**src/rtl/seg7_scan.sv**
```systemverilog
// seg7_scan: multiplexed common-anode seven-segment driver with a frame-synchronous shadow register.
// Optional anti-ghosting guard band at the start of each digit slot: define SEG7_GHOST_BLANK_EN.
module seg7_scan #(
  parameter int DIGITS        = 4,
  parameter int SCAN_DIV_BITS = 16
) (
  input  logic                  BJ_CLK,
  input  logic                  RESET,
  input  logic [4*DIGITS-1:0]   DATA_IN,
  input  logic [DIGITS-1:0]     DP_IN,
  input  logic [DIGITS-1:0]     BLANK_IN,
  input  logic                  LOAD,
  output logic [6:0]            SEG_OUT,
  output logic                  DP_OUT,
  output logic [DIGITS-1:0]     AN_OUT
);

  localparam int IDX_W = (DIGITS > 1) ? $clog2(DIGITS) : 1;
  localparam logic [IDX_W-1:0] LAST_IDX = IDX_W'(DIGITS - 1);

  logic [SCAN_DIV_BITS-1:0] prescaler;
  logic [IDX_W-1:0]         digit_idx;
  logic [SCAN_DIV_BITS-1:0] prescaler_nxt;
  logic [IDX_W-1:0]         digit_idx_nxt;
  logic                     tick;
  logic                     frame_tick;

  logic [4*DIGITS-1:0]      pend_data;
  logic [DIGITS-1:0]        pend_dp;
  logic [DIGITS-1:0]        pend_blank;
  logic [4*DIGITS-1:0]      shadow_data;
  logic [DIGITS-1:0]        shadow_dp;
  logic [DIGITS-1:0]        shadow_blank;

  logic [3:0]               cur_nib;
  logic                     cur_dp;
  logic                     cur_blank;
  logic                     guard;
  logic                     dark;
  logic [DIGITS-1:0]        an_onehot;
  logic [DIGITS-1:0]        an_nxt;
  logic [6:0]               seg_nxt;
  logic                     dp_nxt;

  function automatic logic [6:0] hex_to_seg(input logic [3:0] nib);
    logic [6:0] seg;
    case (nib)
      4'h0:    seg = 7'h40;
      4'h1:    seg = 7'h79;
      4'h2:    seg = 7'h24;
      4'h3:    seg = 7'h30;
      4'h4:    seg = 7'h19;
      4'h5:    seg = 7'h12;
      4'h6:    seg = 7'h02;
      4'h7:    seg = 7'h78;
      4'h8:    seg = 7'h00;
      4'h9:    seg = 7'h10;
      4'hA:    seg = 7'h08;
      4'hB:    seg = 7'h03;
      4'hC:    seg = 7'h46;
      4'hD:    seg = 7'h21;
      4'hE:    seg = 7'h06;
      default: seg = 7'h0E;
    endcase
    return seg;
  endfunction

  // Scan timing: tick ends a digit slot, the wrap from the last digit ends a frame.
  always_comb begin
    tick          = &prescaler;
    frame_tick    = tick && (digit_idx == LAST_IDX);
    prescaler_nxt = prescaler + 1'b1;
    digit_idx_nxt = digit_idx;
    if (tick) begin
      digit_idx_nxt = (digit_idx == LAST_IDX) ? '0 : digit_idx + 1'b1;
    end
  end

  always_ff @(posedge BJ_CLK or posedge RESET) begin
    if (RESET) begin
      prescaler <= '0;
      digit_idx <= '0;
    end else begin
      prescaler <= prescaler_nxt;
      digit_idx <= digit_idx_nxt;
    end
  end

  // A LOAD coinciding with the frame tick goes straight into the shadow so it is not delayed a frame.
  always_ff @(posedge BJ_CLK or posedge RESET) begin
    if (RESET) begin
      pend_data    <= '0;
      pend_dp      <= '0;
      pend_blank   <= '0;
      shadow_data  <= '0;
      shadow_dp    <= '0;
      shadow_blank <= '0;
    end else begin
      if (LOAD) begin
        pend_data  <= DATA_IN;
        pend_dp    <= DP_IN;
        pend_blank <= BLANK_IN;
      end
      if (frame_tick) begin
        shadow_data  <= LOAD ? DATA_IN  : pend_data;
        shadow_dp    <= LOAD ? DP_IN    : pend_dp;
        shadow_blank <= LOAD ? BLANK_IN : pend_blank;
      end
    end
  end

`ifdef SEG7_GHOST_BLANK_EN
  assign guard = (prescaler[SCAN_DIV_BITS-1 -: 3] == 3'b000);
`else
  assign guard = 1'b0;
`endif

  always_comb begin
    cur_nib   = shadow_data[{digit_idx, 2'b00} +: 4];
    cur_dp    = shadow_dp[digit_idx];
    cur_blank = shadow_blank[digit_idx];
    dark      = cur_blank | guard;
    an_onehot = '0;
    an_onehot[digit_idx] = 1'b1;
    an_nxt    = dark ? '1    : ~an_onehot;
    seg_nxt   = dark ? 7'h7F : hex_to_seg(cur_nib);
    dp_nxt    = dark ? 1'b1  : ~cur_dp;
  end

  // Registered drive keeps the pad lines glitch-free; they trail the index by one clock.
  always_ff @(posedge BJ_CLK or posedge RESET) begin
    if (RESET) begin
      AN_OUT  <= '1;
      SEG_OUT <= 7'h7F;
      DP_OUT  <= 1'b1;
    end else begin
      AN_OUT  <= an_nxt;
      SEG_OUT <= seg_nxt;
      DP_OUT  <= dp_nxt;
    end
  end

endmodule

```
**config.mk**
```make
export PLATFORM = sky130hd
export DESIGN_NAME = seg7_scan
export DESIGN_NICKNAME = d
export VERILOG_FILES = /design/src/rtl/seg7_scan.sv
export SDC_FILE = /design/constraint.sdc
export NUM_CORES = 1
export LEC_CHECK = 0
export CAP_MARGIN = 25
export CORE_ASPECT_RATIO = 1.4
export CORE_MARGIN = 3
export CORE_UTILIZATION = 35
export DETAILED_ROUTE_END_ITERATION = 10
export GPL_TIMING_DRIVEN = 0
export PLACE_DENSITY = 0.63
export SYNTH_ARGS = -nofsm -noshare
export SYNTH_HDL_FRONTEND = slang
export SYNTH_SLANG_ARGS = --single-unit
```
**constraint.sdc**
```tcl
create_clock -name BJ_CLK -period 7.3 [get_ports BJ_CLK]
set_input_delay 1.46 -clock BJ_CLK [delete_from_list [all_inputs] [get_ports BJ_CLK]]
set_output_delay 1.46 -clock BJ_CLK [all_outputs]
set_load 0.05 [all_outputs]
```
==> run metrics <==
clock sink total=78; f_max=~320 MHz; Yosys Warn Count=0; Final Hold Fails=0; slowest CP cell=clkdlybuf4s50_1; clk slew on worst S/H paths=0.06 ns; Cell variety after synth=35; Vias=1962; nature of the critical path startpoint=flop; Seq/Total Area, Yosys=58.53%; Syn Inst Count=236; post-synthesis xor/xnor area fraction=between 3 and 4%; Hold WS=approximately 0.47 ns; final setup fails=0; cell area power density=230.3 nW/um2; via/cell ratio=4.955; worst-path cell chain=clkdlybuf4s50_1; worst path required time=5.84 ns; slowest stage delay, CP=0.80 ns; Max Slew Vio Count=0; status=finished, final reports clean; Yosys reg bits=78; CTS Hold Bufs=0; Crit path max-delay family=buffers and inverters; simple-gate share of the synthesized area=6.999%; post-synth top area share=about half; Syn-to-layout area delta=23.60%; crit end category=primary output; DRT Pass-1 Iters=4; Die Span Y=121.9 um; post-synthesis adder-cell area fraction=4.095%; cts repair resizes=0; Routed Antenna Nets=0; most frequent cells in the layout=dfrtp_1 (66), clkdlybuf4s50_1 (37), mux2_2 (29); Post-Syn Area=between 3000 and 4000 um2; Worst Path Arrival=around 1.7 ns; wire per inst=14.50 um; Peak VDD IR=about 0.11 mV; ANT cells=0; initial core utilization=36.60%; crit path kind=reg -> out; Max-slew headroom=59.63%; die width=88.82 um; Max-cap violations=0; Final TNS setup=0 ns; Max clock buf depth=2; post-layout util=45.24%; Final Power=956.6 uW; Site Rows=41; HPWL Detailed=4178 um; Area contributors post-synth=dfrtp_1 (49%), mux2_2 (9.7%), dfstp_2 (9.4%); leading area contributor after synthesis=dfrtp_1; Core Area=9183 um2; Hold Crit Depth=1; Port Buffers=37; Final Critical Period=3.114 ns; Post CTS Setup Buffer Count=0; Worst Hold Class=reg -> reg; gp weighted congestion=0.7304; Mapped Avg Cell Area=around 14 um2; total congestion overflow=0; vias in the first global route=1997; most common cell after layout, fill and taps aside=dfrtp_1; initial antenna violation count=0; crit-path max FO=1; cts bufs inserted=9; first-pass GRT wire length=9487 um; Skew-Pair Late Insertion Delay=0.33 ns; clock root cell=clkbuf_16; clock skew=roughly 0.0063 ns; htree depth=3; CTS tree=built; Nets=roughly 320; worst slew pin tran=0.6056 ns; Synthesized Nets=between 200 and 300; Pleak=0.001826 uW; WP buf/inv=1; GRT Util Overall=11.81%; DRC=0; share of the synthesized area in compound gates (AO/OA/AOI/OAI)=between 2 and 3%; RSZ-0062 raised after global routing=false; die area=10830 um2; largest net degree at the start of global routing=42; io pins=39; DRT iter0 DRCs=37; largest family of logic cells by synthesized area=multiplexers; WP depth=1; share of cells above drive strength 1=23.53%; mux contribution to synthesized area=21.00%; part of the cycle the worst path needs=between 40 and 50%; Post-Route WL=5742 um; reg2reg path depth=6
-- registers in the layout, summed over array words and instances (netlist names) --
register / count
SEG_OUT: 7
pend_data: 16
pend_dp: 4
pend_blank: 4
digit_idx: 2
DP_OUT: 1
shadow_blank: 4
shadow_data: 16
shadow_dp: 4
AN_OUT: 4
prescaler: 16
-- cell usage after synthesis, drive strengths merged --
library cell	number
ha	11
nor3	2
xnor2	9
xor2	5
mux2	49
or3	1
mux4	5
a211oi	2
nand2	12
mux2i	3
clkbuf	4
and2b	2
and3	2
o22ai	1
and3b	1
nand2b	1
buf	4
o211ai	1
nor2	6
and2	1
dfstp	12
nand3	11
nand4	3
o21ai	5
or2	1
or2b	1
a21oi	2
o221ai	4
inv	9
dfrtp	66
-- logic make-up (layout without fill, tap and decap cells) --
logic type / Yosys count / after routing
adders and majority gates: 11 / 11
DFF: 78 / 78
muxes: 57 / 57
buffers and inverters: 17 / 70
xor gates and xnor gates: 14 / 14
and+or+nand+nor: 44 / 44
AOI/OAI and AO/OA: 15 / 15
-- cell type report --
| type | instances | area, um2 |
|---|---|---|
| buffer | 8 | 60.06 |
| clock inverter | 4 | 23.77 |
| inverter | 9 | 36.28 |
| clock buffer | 11 | 242.7 |
| fill | 832 | 5029 |
| multi-input combinational | 141 | 1300 |
| sequential | 78 | 1967 |
| timing repair buffer | 38 | 390.4 |
| tap | 107 | 133.9 |
-- worst register-to-register path: stages, from the launching register on --
cell and delay (ns):
dfrtp_1 0.38, buf_6 0.17, mux4_1 0.72, ha_1 0.31, and2b_2 0.22, a21oi_1 0.12
o221ai_1 0.16
-- layer usage --
| layer | track usage (%) | vias up | share of wire (%) |
|---|---|---|---|
| li1 | - | 934 | - |
| met1 | 14.11 | 978 | 42 |
| met3 | 2.639 | 11 | 3.4 |
| met4 | 6.900 | 0 | 2.7 |
| met2 | 19.19 | 39 | 52 |
| met5 | 0 | - | 0 |
-- report_power, final --
part / internal (uW) / switching (uW) / total [uW]
combinational: 45.0 / 49.2 / 94.3
clock: 236 / 159 / 395
sequential: 460 / 7.41 / 468
total: 741 / 215 / 957
-- path summary, 6_finish.rpt --
check	start	to	slack, ns
max in group asynchronous	RESET	SEG_OUT[6]$_DFF_PP1_	5.16
worst max register to register	digit_idx[0]$_DFFE_PP0P_	SEG_OUT[6]$_DFF_PP1_	5.11
worst max-delay path	AN_OUT[2]$_DFF_PP1_	AN_OUT[2]	4.19
worst min-delay path	prescaler[9]$_DFF_PP0_	prescaler[9]$_DFF_PP0_	0.47
min in group asynchronous	RESET	pend_data[1]$_DFF_PP0_	1.50
worst min register to register	prescaler[9]$_DFF_PP0_	prescaler[9]$_DFF_PP0_	0.47
-- stage by stage --
stage / area, um2 / setup slack, ns / cells
floorplan: 3361 / 3.865 / 236
global placement: 3865 / 2.665 / 380
detailed placement: 3887 / 4.159 / 381
CTS: 4154 / 4.172 / 396
global route: 4154 / 4.151 / 396
finish: 4154 / 4.186 / 396
(Power assumes the default switching activity.)
==> patch: new RTL, same flow settings <==
Put one more register stage on the output `SEG_OUT`, without a reset. The value now appears one clock later. The other outputs are not delayed to match.
--- a/src/rtl/seg7_scan.sv
+++ b/src/rtl/seg7_scan.sv
@@ -18,4 +18,6 @@
   localparam int IDX_W = (DIGITS > 1) ? $clog2(DIGITS) : 1;
   localparam logic [IDX_W-1:0] LAST_IDX = IDX_W'(DIGITS - 1);
+
+  logic [6:0] SEG_OUT_s0;
 
   logic [SCAN_DIV_BITS-1:0] prescaler;
@@ -132,13 +134,17 @@
     if (RESET) begin
       AN_OUT  <= '1;
-      SEG_OUT <= 7'h7F;
+      SEG_OUT_s0 <= 7'h7F;
       DP_OUT  <= 1'b1;
     end else begin
       AN_OUT  <= an_nxt;
-      SEG_OUT <= seg_nxt;
+      SEG_OUT_s0 <= seg_nxt;
       DP_OUT  <= dp_nxt;
     end
   end
 
+  always_ff @(posedge BJ_CLK) begin
+    SEG_OUT <= SEG_OUT_s0;
+  end
+
 endmodule
 
Function: changed (a bounded check fails within 4 cycles, from zero or initial values and one cycle with RESET high).
==> patch against the original RTL <==
  * Non-clock buffer count rose by 1
  * Sequential power rose by 9.2%
  * Synthesized cell count rose by 3.4%
  * Final cell count rose by 9.3%
  * First-iteration DRC count rose by 78%
  * Worst setup slack improved by 0.0071 ns
  * Largest power group unchanged
  * Hold slack got worse by 0.075 ns
  * Power rose by 11%
  * Design area rose by 7.9%
  * Sequential cell count rose by 7
  * Register-to-register slack improved by 0.02 ns
  * Area after synthesis rose by 7.7%
  * Routed wire length rose by 6.5%
==> patch: results (changes against the original RTL) <==
Run status
  • Status: finished clean (unchanged)

Route
  • DR vias: 1974 (was 1962)
  • Number of DRC markers after the initial detailed-route iteration: 66 (was 37)
  • Via/cell ratio: 4.56 (was 4.95)
  • Routed wire per std cell: 14.1 um (was 14.5 um)

Synth
  • Commonest cells in the netlist: sky130_fd_sc_hd__dfrtp_1, sky130_fd_sc_hd__mux2_2, sky130_fd_sc_hd__mux2_4 (was sky130_fd_sc_hd__dfrtp_1, sky130_fd_sc_hd__mux2_2, sky130_fd_sc_hd__mux2_1)
  • Sequential share of the synthesized area: 0.582 (was 0.585)
  • Number of library cell types mapped by synthesis: 38 (was 35)
  • Synth Area in Adders: 0.0380 (was 0.0410)
  • Mux contribution to synthesized area: 0.216 (was 0.210)
  • Ranking of synthesized cells by area: sky130_fd_sc_hd__dfrtp_1, sky130_fd_sc_hd__mux2_2, sky130_fd_sc_hd__dfstp_2 (unchanged)
  • Net count after synthesis: 282 (was 274)
  • Average instance area after synthesis: 14.8 sq um (was 14.2 sq um)
  • Fraction of the mapped netlist area in compound gates: 0.0283 (was 0.0294)
  • Async set-or-reset flop fraction in the synthesized netlist: 0.918 (was 1.00)
  • Synthesized-area fraction occupied by xor and xnor cells: 0.0363 (was 0.0365)

Final layout
  • Share of layout cells above drive strength 1: 0.309 (was 0.235)
  • Layout Nets: 331 (was 323)

Power
  • Worst IR drop on VDD: 146 uV (was 110 uV)

Worst hold path
  • End point of the most critical hold path: SEG_OUT[6] (was prescaler[9])
  • Cell depth of the worst min-delay path: 0 (was 1)
  • Critical hold path startpoint: SEG_OUT_s0[6] (was prescaler[9])

STA
  • Worst Tran Pin Value: 0.658 ns (was 0.606 ns)
  • Final clock period utilization by the worst path: 0.426 (was 0.427)
  • Hold Worst Slack: 0.394 ns (was 0.469 ns)
  • Clock Skew: 0.00655 ns (was 0.00625 ns)

Global routing
  • Overall Global Routing Usage: 0.116 (was 0.118)
  • Number of global-route vias before repair: 2065 (was 1997)
  • Pin count of the biggest net entering global routing: 61 (was 42)
  • Wire length of the first global-routing pass: 10300 um (was 9490 um)
  • Fraction of met3 tracks used by global routing: 0.0350 (was 0.0264)
  • GR Util met2: 0.193 (was 0.192)

Placement
  • Post-place instance area: 4190 sq um (was 3890 sq um)
  • Cell Count Post-Placement: 417 (was 381)
  • Final HPWL DP: 4530 um (was 4180 um)
  • Placer's final routability congestion estimate: 0.744 (was 0.730)
  • Pre-CTS setup slack: 4.13 ns (was 4.16 ns)

Setup path
  • Slack of the worst reg-to-reg path: 5.13 ns (was 5.11 ns)
  • Arrival time worst endpoint: 1.65 ns (about the same)
  • Reg-to-Reg Start: digit_idx[0] (unchanged)
  • End of the worst register-to-register path: SEG_OUT_s0[0] (was SEG_OUT[6])

CTS
  • Clock-pin slew reported for the worst setup and hold paths after clock tree synthesis: 0.06 ns (about the same)
[patch: worst max-delay path by stage]
stage | start | endpoint | cells after the start
6_report | DP_OUT | DP_OUT | 1
5_1_grt | AN_OUT[3] | AN_OUT[3] | 1
4_1_cts | DP_OUT | DP_OUT | 1
3_5_place_dp | LOAD | shadow_data[0] | 4
3_3_place_gp | RESET | pend_dp[3] | 2
2_1_floorplan | RESET | digit_idx[0] | 1
[patch: routing by layer]
metal	wire length (um)	vias to the layer above	part of all wire
li1	-	951	-
met1	2550	978	0.42
met2	3170	35	0.52
met3	255	10	0.042
met4	138	0	0.023
met5	0	-	0
[patch: power by group]
group	switching (mW)	internal [mW]	total [mW]
combinational	0.0508	0.0503	0.101
clock	0.182	0.264	0.446
sequential	0.00852	0.503	0.511
total	0.241	0.817	1.06
[patch: kinds of logic after synthesis]
kind of cell | after synthesis
flip-flops | 85
multiplexers | 57
XOR/XNOR | 15
adder cells (fa/ha/maj) | 11
AND/OR/NAND/NOR | 44
buffers and inverters | 18
AO/OA/AOI/OAI | 14
[patch: final cells by class]
type | instances | area [sq um]
multi-input cells | 141 | 1400
clock buffers | 10 | 229
repair buffers | 38 | 398
plain buffers | 9 | 77.6
well taps | 135 | 169
fillers | 941 | 5530
inverters | 9 | 36.3
clock inverters | 6 | 63.8
flip-flops and latches | 85 | 2110
